`src/rtl/sevenseg_pkg.sv`:
```
// Shared definitions for the multi-digit seven-segment driver.
// Glyphs are stored active-low with bit 0 = segment a, bit 6 = segment g.
// seg_pol() converts a stored glyph to the board polarity.
// state_t is the driver FSM state encoding.
package sevenseg_pkg;

  typedef enum logic [1:0] {
    S_IDLE,
    S_CONVERT,
    S_UPDATE
  } state_t;

  localparam logic [6:0] SEG_DIGIT [0:9] = '{
    7'b1000000, 7'b1111001, 7'b0100100, 7'b0110000, 7'b0011001,
    7'b0010010, 7'b0000010, 7'b1111000, 7'b0000000, 7'b0010000
  };
  localparam logic [6:0] SEG_DASH  = 7'b0111111;
  localparam logic [6:0] SEG_BLANK = 7'b1111111;

  function automatic logic [6:0] seg_pol(input logic [6:0] glyph, input bit active_low);
    return active_low ? glyph : ~glyph;
  endfunction

  function automatic int unsigned pow10(input int unsigned n);
    int unsigned p;
    p = 1;
    for (int unsigned i = 0; i < n; i++) p = p * 10;
    return p;
  endfunction

endpackage

```
`src/rtl/sevenseg_bin2bcd.sv`:
```
// Iterative binary-to-BCD converter (shift-and-add-3), one bit per cycle.
// Ports:
//   clk, rst  : clock, synchronous active-high reset
//   i_start   : capture i_value and begin conversion (ignored semantics left to caller)
//   i_value   : binary input, VALUE_W bits
//   o_busy    : conversion in progress
//   o_done    : high during the cycle whose clock edge performs the final shift;
//               o_bcd holds the finished result from the following cycle
//   o_bcd     : BCD accumulator, 4*NUM_DIGITS bits, digit 0 in bits [3:0]
module sevenseg_bin2bcd
  import sevenseg_pkg::*;
#(
  parameter int unsigned VALUE_W    = 7,
  parameter int unsigned NUM_DIGITS = 2
) (
  input  logic                    clk,
  input  logic                    rst,
  input  logic                    i_start,
  input  logic [VALUE_W-1:0]      i_value,
  output logic                    o_busy,
  output logic                    o_done,
  output logic [4*NUM_DIGITS-1:0] o_bcd
);

  localparam int unsigned CNT_W = (VALUE_W > 1) ? $clog2(VALUE_W) : 1;

  logic [VALUE_W-1:0]      r_bin;
  logic [4*NUM_DIGITS-1:0] r_bcd;
  logic [CNT_W-1:0]        r_cnt;
  logic                    r_busy;
  logic [4*NUM_DIGITS-1:0] w_adj;
  logic [3:0]              w_nib;
  logic                    w_last;

  always_comb begin
    w_adj = '0;
    w_nib = '0;
    for (int unsigned i = 0; i < NUM_DIGITS; i++) begin
      w_nib = r_bcd[4*i +: 4];
      w_adj[4*i +: 4] = (w_nib >= 4'd5) ? w_nib + 4'd3 : w_nib;
    end
  end

  assign w_last = r_busy && (r_cnt == CNT_W'(VALUE_W - 1));

  always_ff @(posedge clk) begin
    if (rst) begin
      r_bin  <= '0;
      r_bcd  <= '0;
      r_cnt  <= '0;
      r_busy <= 1'b0;
    end else if (i_start) begin
      r_bin  <= i_value;
      r_bcd  <= '0;
      r_cnt  <= '0;
      r_busy <= 1'b1;
    end else if (r_busy) begin
      r_bcd <= {w_adj[4*NUM_DIGITS-2:0], r_bin[VALUE_W-1]};
      r_bin <= r_bin << 1;
      if (w_last) begin
        r_cnt  <= '0;
        r_busy <= 1'b0;
      end else begin
        r_cnt <= r_cnt + 1'b1;
      end
    end
  end

  assign o_busy = r_busy;
  assign o_done = w_last;
  assign o_bcd  = r_bcd;

endmodule

```
`src/rtl/sevenseg_multi_display.sv`:
```
// Multi-digit seven-segment driver: converts a binary value to BCD over
// VALUE_W cycles, then registers a glyph pattern with optional leading-zero
// blanking and dash display on overflow. Whole display can blink.
// Ports:
//   clk, rst        : clock, synchronous active-high reset
//   value_i         : binary value, sampled when a load is accepted
//   load_i          : convert/display request, accepted only when idle
//   blank_zeros_i   : blank leading zero digits, sampled with value_i
//   blink_i         : live blink enable
//   busy_o          : conversion in progress
//   overflow_o      : last accepted value was >= 10^NUM_DIGITS
//   segments_o      : digit k in bits [7k+6:7k], digit 0 = units, bit 0 = seg a
module sevenseg_multi_display
  import sevenseg_pkg::*;
#(
  parameter int unsigned NUM_DIGITS   = 2,
  parameter int unsigned VALUE_W      = 7,
  parameter int unsigned BLINK_CYCLES = 25_000_000,
  parameter int unsigned ACTIVE_LOW   = 1
) (
  input  logic                    clk,
  input  logic                    rst,
  input  logic [VALUE_W-1:0]      value_i,
  input  logic                    load_i,
  input  logic                    blank_zeros_i,
  input  logic                    blink_i,
  output logic                    busy_o,
  output logic                    overflow_o,
  output logic [7*NUM_DIGITS-1:0] segments_o
);

  localparam bit          POL_LOW   = (ACTIVE_LOW != 0);
  localparam int unsigned OVF_LIMIT = pow10(NUM_DIGITS);
  localparam int unsigned BW        = (BLINK_CYCLES > 1) ? $clog2(BLINK_CYCLES) : 1;
  localparam logic [6:0]  OFF_GLYPH = seg_pol(SEG_BLANK, POL_LOW);

  state_t r_state;
  state_t w_next;

  logic                    w_start;
  logic                    w_conv_busy;
  logic                    w_conv_done;
  logic [4*NUM_DIGITS-1:0] w_bcd;

  logic                    r_bz;
  logic                    r_ovf_cap;
  logic                    r_ovf;
  logic [7*NUM_DIGITS-1:0] r_pattern;
  logic [7*NUM_DIGITS-1:0] w_pattern;
  logic [3:0]              w_nib;
  logic [6:0]              w_glyph;
  logic                    w_hi_zero;

  logic [BW-1:0]           r_blink_cnt;
  logic                    r_phase_on;

  assign w_start = (r_state == S_IDLE) && load_i;

  sevenseg_bin2bcd #(
    .VALUE_W   (VALUE_W),
    .NUM_DIGITS(NUM_DIGITS)
  ) u_bin2bcd (
    .clk    (clk),
    .rst    (rst),
    .i_start(w_start),
    .i_value(value_i),
    .o_busy (w_conv_busy),
    .o_done (w_conv_done),
    .o_bcd  (w_bcd)
  );

  always_ff @(posedge clk) begin
    if (rst) r_state <= S_IDLE;
    else     r_state <= w_next;
  end

  always_comb begin
    w_next = r_state;
    unique case (r_state)
      S_IDLE:    if (load_i) w_next = S_CONVERT;
      // The converter flags its final shift, so UPDATE starts exactly when
      // the BCD result becomes valid.
      S_CONVERT: if (w_conv_done || !w_conv_busy) w_next = S_UPDATE;
      S_UPDATE:  w_next = S_IDLE;
      default:   w_next = S_IDLE;
    endcase
  end

  assign busy_o = (r_state != S_IDLE);

  // Walk from the most significant digit down so "all higher digits are
  // zero" is known when each digit is decided; digit 0 is never blanked.
  always_comb begin
    w_pattern = '0;
    w_nib     = '0;
    w_glyph   = SEG_BLANK;
    w_hi_zero = 1'b1;
    for (int unsigned i = 0; i < NUM_DIGITS; i++) begin
      w_nib = w_bcd[4*(NUM_DIGITS-1-i) +: 4];
      if (r_ovf_cap)
        w_glyph = SEG_DASH;
      else if (r_bz && w_hi_zero && (w_nib == 4'd0) && (i != NUM_DIGITS - 1))
        w_glyph = SEG_BLANK;
      else if (w_nib <= 4'd9)
        w_glyph = SEG_DIGIT[w_nib];
      else
        w_glyph = SEG_BLANK;
      w_hi_zero = w_hi_zero && (w_nib == 4'd0);
      w_pattern[7*(NUM_DIGITS-1-i) +: 7] = seg_pol(w_glyph, POL_LOW);
    end
  end

  always_ff @(posedge clk) begin
    if (rst) begin
      r_bz      <= 1'b0;
      r_ovf_cap <= 1'b0;
      r_ovf     <= 1'b0;
      r_pattern <= {NUM_DIGITS{OFF_GLYPH}};
    end else begin
      if (w_start) begin
        r_bz      <= blank_zeros_i;
        r_ovf_cap <= (32'(value_i) >= OVF_LIMIT);
      end
      if (r_state == S_UPDATE) begin
        r_pattern <= w_pattern;
        r_ovf     <= r_ovf_cap;
      end
    end
  end

  always_ff @(posedge clk) begin
    if (rst || !blink_i) begin
      r_blink_cnt <= '0;
      r_phase_on  <= 1'b1;
    end else if (r_blink_cnt == BW'(BLINK_CYCLES - 1)) begin
      r_blink_cnt <= '0;
      r_phase_on  <= ~r_phase_on;
    end else begin
      r_blink_cnt <= r_blink_cnt + 1'b1;
    end
  end

  assign overflow_o = r_ovf;
  assign segments_o = (!blink_i || r_phase_on) ? r_pattern : {NUM_DIGITS{OFF_GLYPH}};

endmodule
```
`config.mk`:
```
export PLATFORM = sky130hd
export DESIGN_NAME = sevenseg_multi_display
export DESIGN_NICKNAME = d
export VERILOG_FILES = /design/src/rtl/sevenseg_pkg.sv /design/src/rtl/sevenseg_bin2bcd.sv /design/src/rtl/sevenseg_multi_display.sv
export SDC_FILE = /design/constraint.sdc
export NUM_CORES = 1
export LEC_CHECK = 0
export ABC_AREA = 1
export ABC_CLOCK_PERIOD_IN_PS = 1700
export CAP_MARGIN = 20
export CELL_PAD_IN_SITES_DETAIL_PLACEMENT = 0
export CELL_PAD_IN_SITES_GLOBAL_PLACEMENT = 1
export CORE_MARGIN = 5
export CORE_UTILIZATION = 41
export CTS_CLUSTER_SIZE = 40
export DETAILED_ROUTE_END_ITERATION = 12
export PLACE_DENSITY = 0.9
export SYNTH_ARGS = -nofsm -noshare
export SYNTH_HDL_FRONTEND = slang
export SYNTH_SLANG_ARGS = --single-unit
```
`constraint.sdc`:
```
create_clock -name clk -period 1.7 [get_ports clk]
set_clock_uncertainty 0.05 [all_clocks]
set_input_delay 0.34 -clock clk [delete_from_list [all_inputs] [get_ports clk]]
set_output_delay 0.34 -clock clk [all_outputs]
set_load 0.01 [all_outputs]
```
# Word-level counts from Yosys, hierarchy flattened
# Memories as Yosys holds them, arrays and structs flattened.
# Index checks and enable logic that the tools add are counted.
[word_totals]
output_inout_bits = 16
inputBits = 12
romBits = 224
register_bits = 64
mem_count = 2
elab_cells = 69
[classes]
bitwise = 3
magnitude_cmp = 7
n_reduce_logical = 15
muxes = 21
eq_ne = 6
n_addsub = 4
[memory_table]
columns = ["memory", "depth", "width", "read_ports", "rd_clocked_by_memory_dff", "wr", "line", "text"]
rows = [
  ["(no name shown)", 16, 7, 1, 0, 0, "sevenseg_multi_display.sv:105", "w_glyph = SEG_DIGIT[w_nib];"],
  ["(no name shown)", 16, 7, 1, 0, 0, "sevenseg_multi_display.sv:105", ""],
]
[op_table]
columns = ["operator", "n"]
rows = [
  ["2-to-1 mux 7 bit", 11],
  ["adder 25 x 1 -> 25 bit (second input constant)", 1],
  ["== test 25 bit (second input constant)", 1],
  ["2-to-1 mux 14 bit", 1],
  ["greater-or-equal comparator 5 bit (second input constant)", 2],
  ["inverter 4 -> 5 bit", 2],
  ["greater-or-equal comparator 4 x 3 -> 1 bit (second input constant)", 2],
  ["<= comparator 4 bit (second input constant)", 2],
  ["greater-or-equal comparator 7 bit (second input constant)", 1],
  ["2-to-1 mux 3 bit", 2],
  ["adder 4 x 2 -> 4 bit (second input constant)", 1],
  ["zero test 4 bit", 1],
  ["2-to-1 mux 2 bit", 2],
  ["2-to-1 mux 4 bit", 1],
  ["inequality test 2 bit (second input constant)", 2],
  ["case mux 2 bit (2 select lines)", 1],
  ["nonzero test 2 bit", 2],
  ["OR reduction 2 bit", 2],
  ["adder 3 x 1 -> 3 bit (second input constant)", 1],
  ["adder 3 x 2 -> 3 bit (second input constant)", 1],
  ["== test 3 bit (second input constant)", 1],
  ["logical AND 1 bit", 3],
  ["logical OR 1 bit", 3],
  ["2-to-1 mux 1 bit", 3],
  ["6 further kinds", 7],
]

# Logic depth before layout (Yosys ltp)
# Gate-level depths: netlist (run 1).
[logic_depth]
depth_word = 7
depth_mapped = 10
depth_no_buf = 10

# Cells and area by module
# A second synthesis (run 1) with hierarchy kept.
[hier_totals]
cells_unflattened = 524
area_unflattened_um2 = 3500.9
[by_module_without_submodules]
columns = ["module", "area_each_um2", "seq_area_each_um2", "cells_per_inst", "instances"]
rows = [
  ["sevenseg_multi_display", 2527.4, 900.9, 394, 1],
  ["sevenseg_bin2bcd", 973.4, 380.4, 130, 1],
]

# Worst setup path after synthesis (run 1)
# Ideal clock, no wire load.
[synth_path]
kind = "flip-flop to flip-flop"
start = "reg r_blink_cnt[0]"
end = "reg r_blink_cnt[12]"
t_required_ns = 1.535
path_stages_with_launch = 10
path_buffers = 1
setup_time_ns = 0.115
synth_period_minus_slack_ns = 1.511
arrival_time_ns = 1.346
slack_ns = 0.189
cell_sequence = "dfxtp_1 > ha_1 > nand2_1 > nor2_4 > nand3_1 > nor2_1 > nand2_2 > nand2_4 > buf_8 > nor2_1"
[synth_via]
elab_chain_len = 2
word_cells_on_any_way = 3
cone_classes = "add/sub: 1; eq/ne: 1; reduce/logical: 1"
[synth_lines]
columns = ["item", "line", "text"]
rows = [
  ["from (decl)", "sevenseg_multi_display.sv:54", "logic [BW-1:0] r_blink_cnt;"],
  ["from (signal assigned)", "sevenseg_multi_display.sv:139", "r_blink_cnt <= r_blink_cnt + 1'b1;"],
  ["branches (longest 2 deep; another with adder 25 x 1 -> 25 bit)", "-", ""],
]
# Several ways; the timed one is not identified.
# A chain may end at the register's enable or synchronous reset.

# Final worst setup path (run 1)
[layout_path]
start = "reg r_phase_on"
end = "out segments_o[1]"
[layout_via]
elab_chain_len = 2
[layout_lines]
columns = ["item", "line", "text"]
rows = [
  ["from (decl)", "sevenseg_multi_display.sv:55", "logic r_phase_on;"],
  ["from (signal assigned)", "sevenseg_multi_display.sv:137", "r_phase_on <= ~r_phase_on;"],
  ["logical OR 1 bit", "sevenseg_multi_display.sv:144", "assign segments_o = (!blink_i || r_phase_on) ? r_pattern : {NUM_DIGITS{OFF_GLYPH}};"],
  ["2-to-1 mux 14 bit", "sevenseg_multi_display.sv:144", ""],
  ["to (decl)", "sevenseg_multi_display.sv:29", "output logic [7*NUM_DIGITS-1:0] segments_o"],
]
# Every way passes these cells.

==> reports/results.ini, run 1 <==
[drt]
drc = 0
vias_per_cell = 4.77
totalWireLength_um = 7290
ant_nets = 0
detail_route.first_pass.iterations = 4
vias = 3133
wl_per_cell_um = 11.1
drtIter0Drc = 175

[worst_setup_path]
reg2reg_depth = 8
critPathLaunchType = flip-flop
cp_data_arrival_time_ns = 1.21
end_kind = output pin
path_class = reg2out
cp.required_ns = 1.31
reg2reg_setup_slack_ns = 0.20
crit_path_max_fanout = 14

[cts]
cts_made_buffers = 9
hold_buffers = 0
cts_num_sinks = 64
clk_pin_slew_ns = 0.07
cts_tree = built
cts-resized-gates = 34
h-tree-depth = 3
clk_path_buf_depth = 2
clk_latency_ns = 0.34
root_buffer = clkbuf_8
cts_setup_buffers = 0

[grt]
grt_max_degree = 26
grt-ovfl-total = 0
grt_pass1_wl_um = 12500
track_usage_pct = 15.2
antenna_found_initial = 0
grt_pass1_vias = 2878

[floorplanning]
row_count = 33
die-height_um = 101
die_w_um = 101
coreArea_mm2 = 0.00809
die-area_mm2 = 0.0101
ios = 28
start_util_pct = 41.7

[run_status]
outcome = finished, final reports clean

[cells_and_area]
drive_gt1_share_pct = 10.5
diodes = 0
layout_commonest_cell = nand2_1
final_util_pct = 50.4
final_cells = 657
mostFrequentLayoutCells = nand2_1, nor2_1, dfxtp_1, inv_1, nand3_1
final.fill_count = 842
syn2layout_area_growth_pct = 21.0
nNetsFinal = 573

[yosys]
syn_area_mm2 = 0.00337
yosys.area.top_type = dfxtp_1
ys_types = 31
yosys.area.top_type_share_pct = 38.0
syn-num-nets = 531
synthCells = 506
ys_ff_latch = 64
ys_top_cells_by_area = dfxtp_1, nand2_1, nor2_1
yosysSeqAreaShare_pct = 38.0
syn_avg_cell_area_um2 = 6.66
synth_warnings = 0

[min_path]
min_path_type = reg2reg
min_path_cells = 2

[sta]
rsz0062_at_grt = false
drv_slew = 0
period_share_pct = 94.1
timing.fmax_ghz = 0.625
period_minus_slack_ns = 1.60
slew_headroom_pct = 67.6
hold_viol = 0
worst_slew_pin_slew_ns = 0.485
setup_viol = 0
fin_hold_ws_ns = 0.412

[placement]
place.gp.congestion = 0.846
placedCellCount = 642
port_buffers = 27
dpl.hpwl_um = 5530

[power_and_ir_drop]
power_leakage_nw = 1.64
peakVddDrop_mv = 0.451
pwr_density_cell_mw_per_mm2 = 831

[job]
drv_cap = 0

-- metrics by stage --
stage | setup slack, ns | setup TNS, ns | total power, mW | cell area (µm²)
2_1_floorplan | 0.189 | 0 | 1.84 | 3370
3_3_place_gp | -0.326 | -4.55 | 1.96 | 3830
3_5_place_dp | -0.363 | -4.88 | 1.97 | 3830
4_1_cts | 0.0545 | 0 | 3.44 | 4060
5_1_grt | 0.0116 | 0 | 3.56 | 4080
6_report | 0.101 | 0 | 3.39 | 4080
-- sequential cells by signal (all words and copies together) (netlist names) --
name              cells
u_bin2bcd.r_cnt       3
u_bin2bcd.o_bcd       8
overflow_o            1
r_phase_on            1
r_pattern            14
r_ovf_cap             1
u_bin2bcd.o_busy      1
r_state               2
r_blink_cnt          25
r_bz                  1
u_bin2bcd.r_bin       7
-- worst max-delay path: stages, from the launching register on --
cell and delay, ns:
dfxtp_1 0.31, inv_1 0.08, nand2_2 0.07, buf_12 0.14, nand2_1 0.05, clkdlybuf4s15_1 0.23
-- synthesized netlist by cell type --
library cell / count
clkbuf_2: 2
o31ai_1: 1
xnor2_1: 6
ha_1: 13
o21a_1: 3
o211ai_1: 8
inv_2: 3
clkbuf_1: 5
nor2_1: 64
o21ai_0: 23
inv_1: 59
nand4_1: 1
nor2_2: 4
nor3_1: 1
a21oi_1: 33
nand2_2: 1
a31oi_1: 6
a311oi_1: 1
nand2_4: 1
nor2_4: 2
buf_2: 1
o21bai_1: 1
xor2_1: 2
buf_1: 2
nand2_1: 149
or2_0: 3
nand3_1: 41
dfxtp_1: 64
nand3_2: 1
or2_2: 3
buf_8: 2
-- metal layers --
metal  vias up  global-route usage, %  share of wire (%)
met5         -                      0                  0
met4         0                   6.94                1.2
met2        57                   23.4                 43
met3         6                   3.53                4.5
li1       1686                      -                  -
met1      1384                   20.1                 52
-- cell type report --
class	count	area (µm²)	area share, %
multi-input cells	368	1810	44.4
flip-flops and latches	64	1280	31.4
repair buffers	43	403	9.87
inverters	62	233	5.70
clock buffers	12	155	3.80
well taps	105	131	3.22
clock inverters	3	65.1	1.59
-- report_power, final --
group	switching (mW)	internal (mW)
combinational	0.196	0.144
clock	0.564	0.897
sequential	0.0410	1.55
total	0.801	2.59
-- path summary, 6_finish.rpt --
path | from | end
worst max-delay path | r_phase_on | segments_o[1]
worst min-delay path | r_pattern[4] | r_pattern[4]
worst max register to register | r_blink_cnt[1] | r_blink_cnt[4]
worst min register to register | r_pattern[4] | r_pattern[4]
-- kinds of logic after synthesis --
kind of cell               Yosys count  share of synthesized area, %
and+or+nand+nor                    271                          33.5
AOI/OAI and AO/OA                   76                          12.6
buffers and inverters               74                          9.02
DFF                                 64                          38.0
adders and majority gates           13                          4.83
xor gates and xnor gates             8                          2.08
(Power assumes the default switching activity.)
==> run 2: changes to the inputs <==
Settings changed: CORE_ASPECT_RATIO set to 0.75.
==> run 2 against run 1 <==
Die area is 0.19% higher. Hold slack got worse by 0.014 ns. Utilization rose by 0.72 points. Sequential cell count unchanged. Register-to-register slack got worse by 0.14 ns. Power is 0.39% higher. Cell area down 0.34%. Sequential share of layout area rose by 0.11 points. Critical path depth up 3. Via count rose by 1.8%. Critical path type is now reg2reg. Largest power group unchanged.
==> reports/results.ini, run 2 (synthesis gave the netlist of run 1 again) <==
[floorplanning]
die-area_mm2 = 0.0102  ; +0.19%
ios = 28  ; unchanged
start_util_pct = 42.4  ; +0.73 points
die-height_um = 88.5  ; -12%
row_count = 28  ; -15%
die_w_um = 115  ; +14%
coreArea_mm2 = 0.00795  ; -1.7%

[sta]
period_share_pct = 96.3  ; +2.2 points
timing.fmax_ghz = 0.611  ; -2.3%
hold_viol = 0  ; unchanged
rsz0062_at_grt = true
worst_slew_pin_slew_ns = 0.480  ; -0.00533 ns
slew_headroom_pct = 68.0  ; +0.36 points
fin_hold_ws_ns = 0.398  ; -0.0137 ns
setup_viol = 0  ; unchanged
drv_slew = 0  ; unchanged
period_minus_slack_ns = 1.64  ; +0.0373 ns
finalSetupTns_ns = 0  ; unchanged

[min_path]
worstHoldEndpoint = r_phase_on
min_from = r_phase_on
min_path_cells = 2  ; unchanged
min_path_type = reg2reg

[grt]
antenna_found_initial = 0  ; unchanged
grt-ovfl-total = 0  ; unchanged
track_usage_pct = 16.0  ; +0.80 points
grt_max_degree = 26  ; unchanged
grt_pass1_vias = 2792  ; -3.0%
grt_pass1_wl_um = 13000  ; +4.3%

[drt]
vias = 3190  ; +1.8%
detail_route.first_pass.iterations = 5  ; +1
ant_nets = 0  ; unchanged
totalWireLength_um = 7690  ; +5.6%
drc = 0  ; unchanged
drtIter0Drc = 215  ; +23%
vias_per_cell = 4.85  ; +1.7%
wl_per_cell_um = 11.7  ; +5.4%

[worst_setup_path]
reg2reg_setup_slack_ns = 0.06  ; -0.14 ns
path_class = reg2reg
reg2reg_depth = 8  ; unchanged
cp_data_arrival_time_ns = 1.87  ; +0.66 ns
crit_path_max_fanout = 6  ; -8
critPathLaunchType = flip-flop
cp.required_ns = 1.93  ; +0.62 ns
end_kind = flip-flop
timing.rr.end = u_bin2bcd.o_bcd[1]
reg2reg_from = u_bin2bcd.o_bcd[0]

[cts]
cts_made_buffers = 9  ; unchanged
cts_num_sinks = 64  ; unchanged
clk_latency_ns = 0.34  ; about the same
clk_path_buf_depth = 2  ; unchanged
h-tree-depth = 3  ; unchanged
root_buffer = clkbuf_8
cts_tree = built
cts_setup_buffers = 0  ; unchanged
hold_buffers = 0  ; unchanged
clk_pin_slew_ns = 0.08  ; about the same

[cells_and_area]
final_cells = 658  ; +0.15%
largest_reg_flops = 25  ; unchanged
syn2layout_area_growth_pct = 20.6
diodes = 0  ; unchanged
layout_commonest_cell = nand2_1
final_util_pct = 51.1  ; +0.72 points
top_register = r_blink_cnt
mostFrequentLayoutCells = nand2_1, nor2_1, dfxtp_1, inv_1, nand3_1
nNetsFinal = 573  ; unchanged
drive_gt1_share_pct = 9.95  ; -0.56 points

[placement]
dpl.hpwl_um = 5770  ; +4.4%
placedCellCount = 642  ; unchanged
place.gp.congestion = 0.820  ; -3.1%
port_buffers = 27  ; unchanged

[power_and_ir_drop]
peakVddDrop_mv = 0.521  ; +16%
p_total_mw = 3.40  ; +0.39%
pwr_density_cell_mw_per_mm2 = 837  ; +0.73%
power_leakage_nw = 1.63  ; -0.64%

[run_status]
outcome = finished, final reports clean

[job]
drv_cap = 0  ; unchanged

-- run 2: cell type report --
cell class	count	area [µm²]
Fill cell	820	3890
Timing Repair Buffer	43	392
Clock buffer	11	141
Inverter	62	233
Tap cell	105	131
Multi-Input combinational cell	368	1810
Sequential cell	64	1280
Clock inverter	5	80.1
-- run 2: what timing repair did --
action / in CTS / in global routing
setup endpoints to repair: 15 / 49
hold endpoints to repair: 0 / 0
resized for setup: 22 / 20
cloned: 0 / 0
-- run 2: metal layers --
layer / global-route usage [%] / up-vias / share of wire [%]
met1: 23.7 / 1405 / 55
met5: 0 / - / 0
met4: 4.26 / 0 / 0.74
met3: 4.72 / 5 / 6.4
li1: - / 1697 / -
met2: 22.5 / 83 / 38
-- run 2: critical path, stage by stage, from the launching register on --
cell     delay, ns
dfxtp_1       0.43
inv_1         0.16
ha_1          0.28
nand2_1       0.11
a21oi_1       0.11
or2_2         0.29
nand3_1       0.06
nand2_1       0.05
inv_1         0.04
-- run 2: stage by stage --
step / cell area, µm² / setup slack, ns
2_1_floorplan: 3370 / 0.189
3_3_place_gp: 3830 / -0.330
3_5_place_dp: 3830 / -0.341
4_1_cts: 4040 / 0.00352
5_1_grt: 4070 / -0.0501
6_report: 4070 / 0.0633
-- run 2: worst max-delay path by stage --
stage | startpoint | end | cells past startpoint
2_1_floorplan | r_blink_cnt[0] | r_blink_cnt[12] | 9
3_3_place_gp | blink_i | segments_o[0] | 5
3_5_place_dp | blink_i | segments_o[8] | 5
4_1_cts | r_blink_cnt[0] | r_blink_cnt[0] | 8
5_1_grt | u_bin2bcd.o_bcd[0] | r_pattern[3] | 7
6_report | u_bin2bcd.o_bcd[0] | u_bin2bcd.o_bcd[1] | 8
-- run 2: power by group --
part	total (mW)	internal, mW	switching [mW]
Sequential	1.59	1.55	0.0401
Clock	1.47	0.864	0.603
Combinational	0.349	0.143	0.206
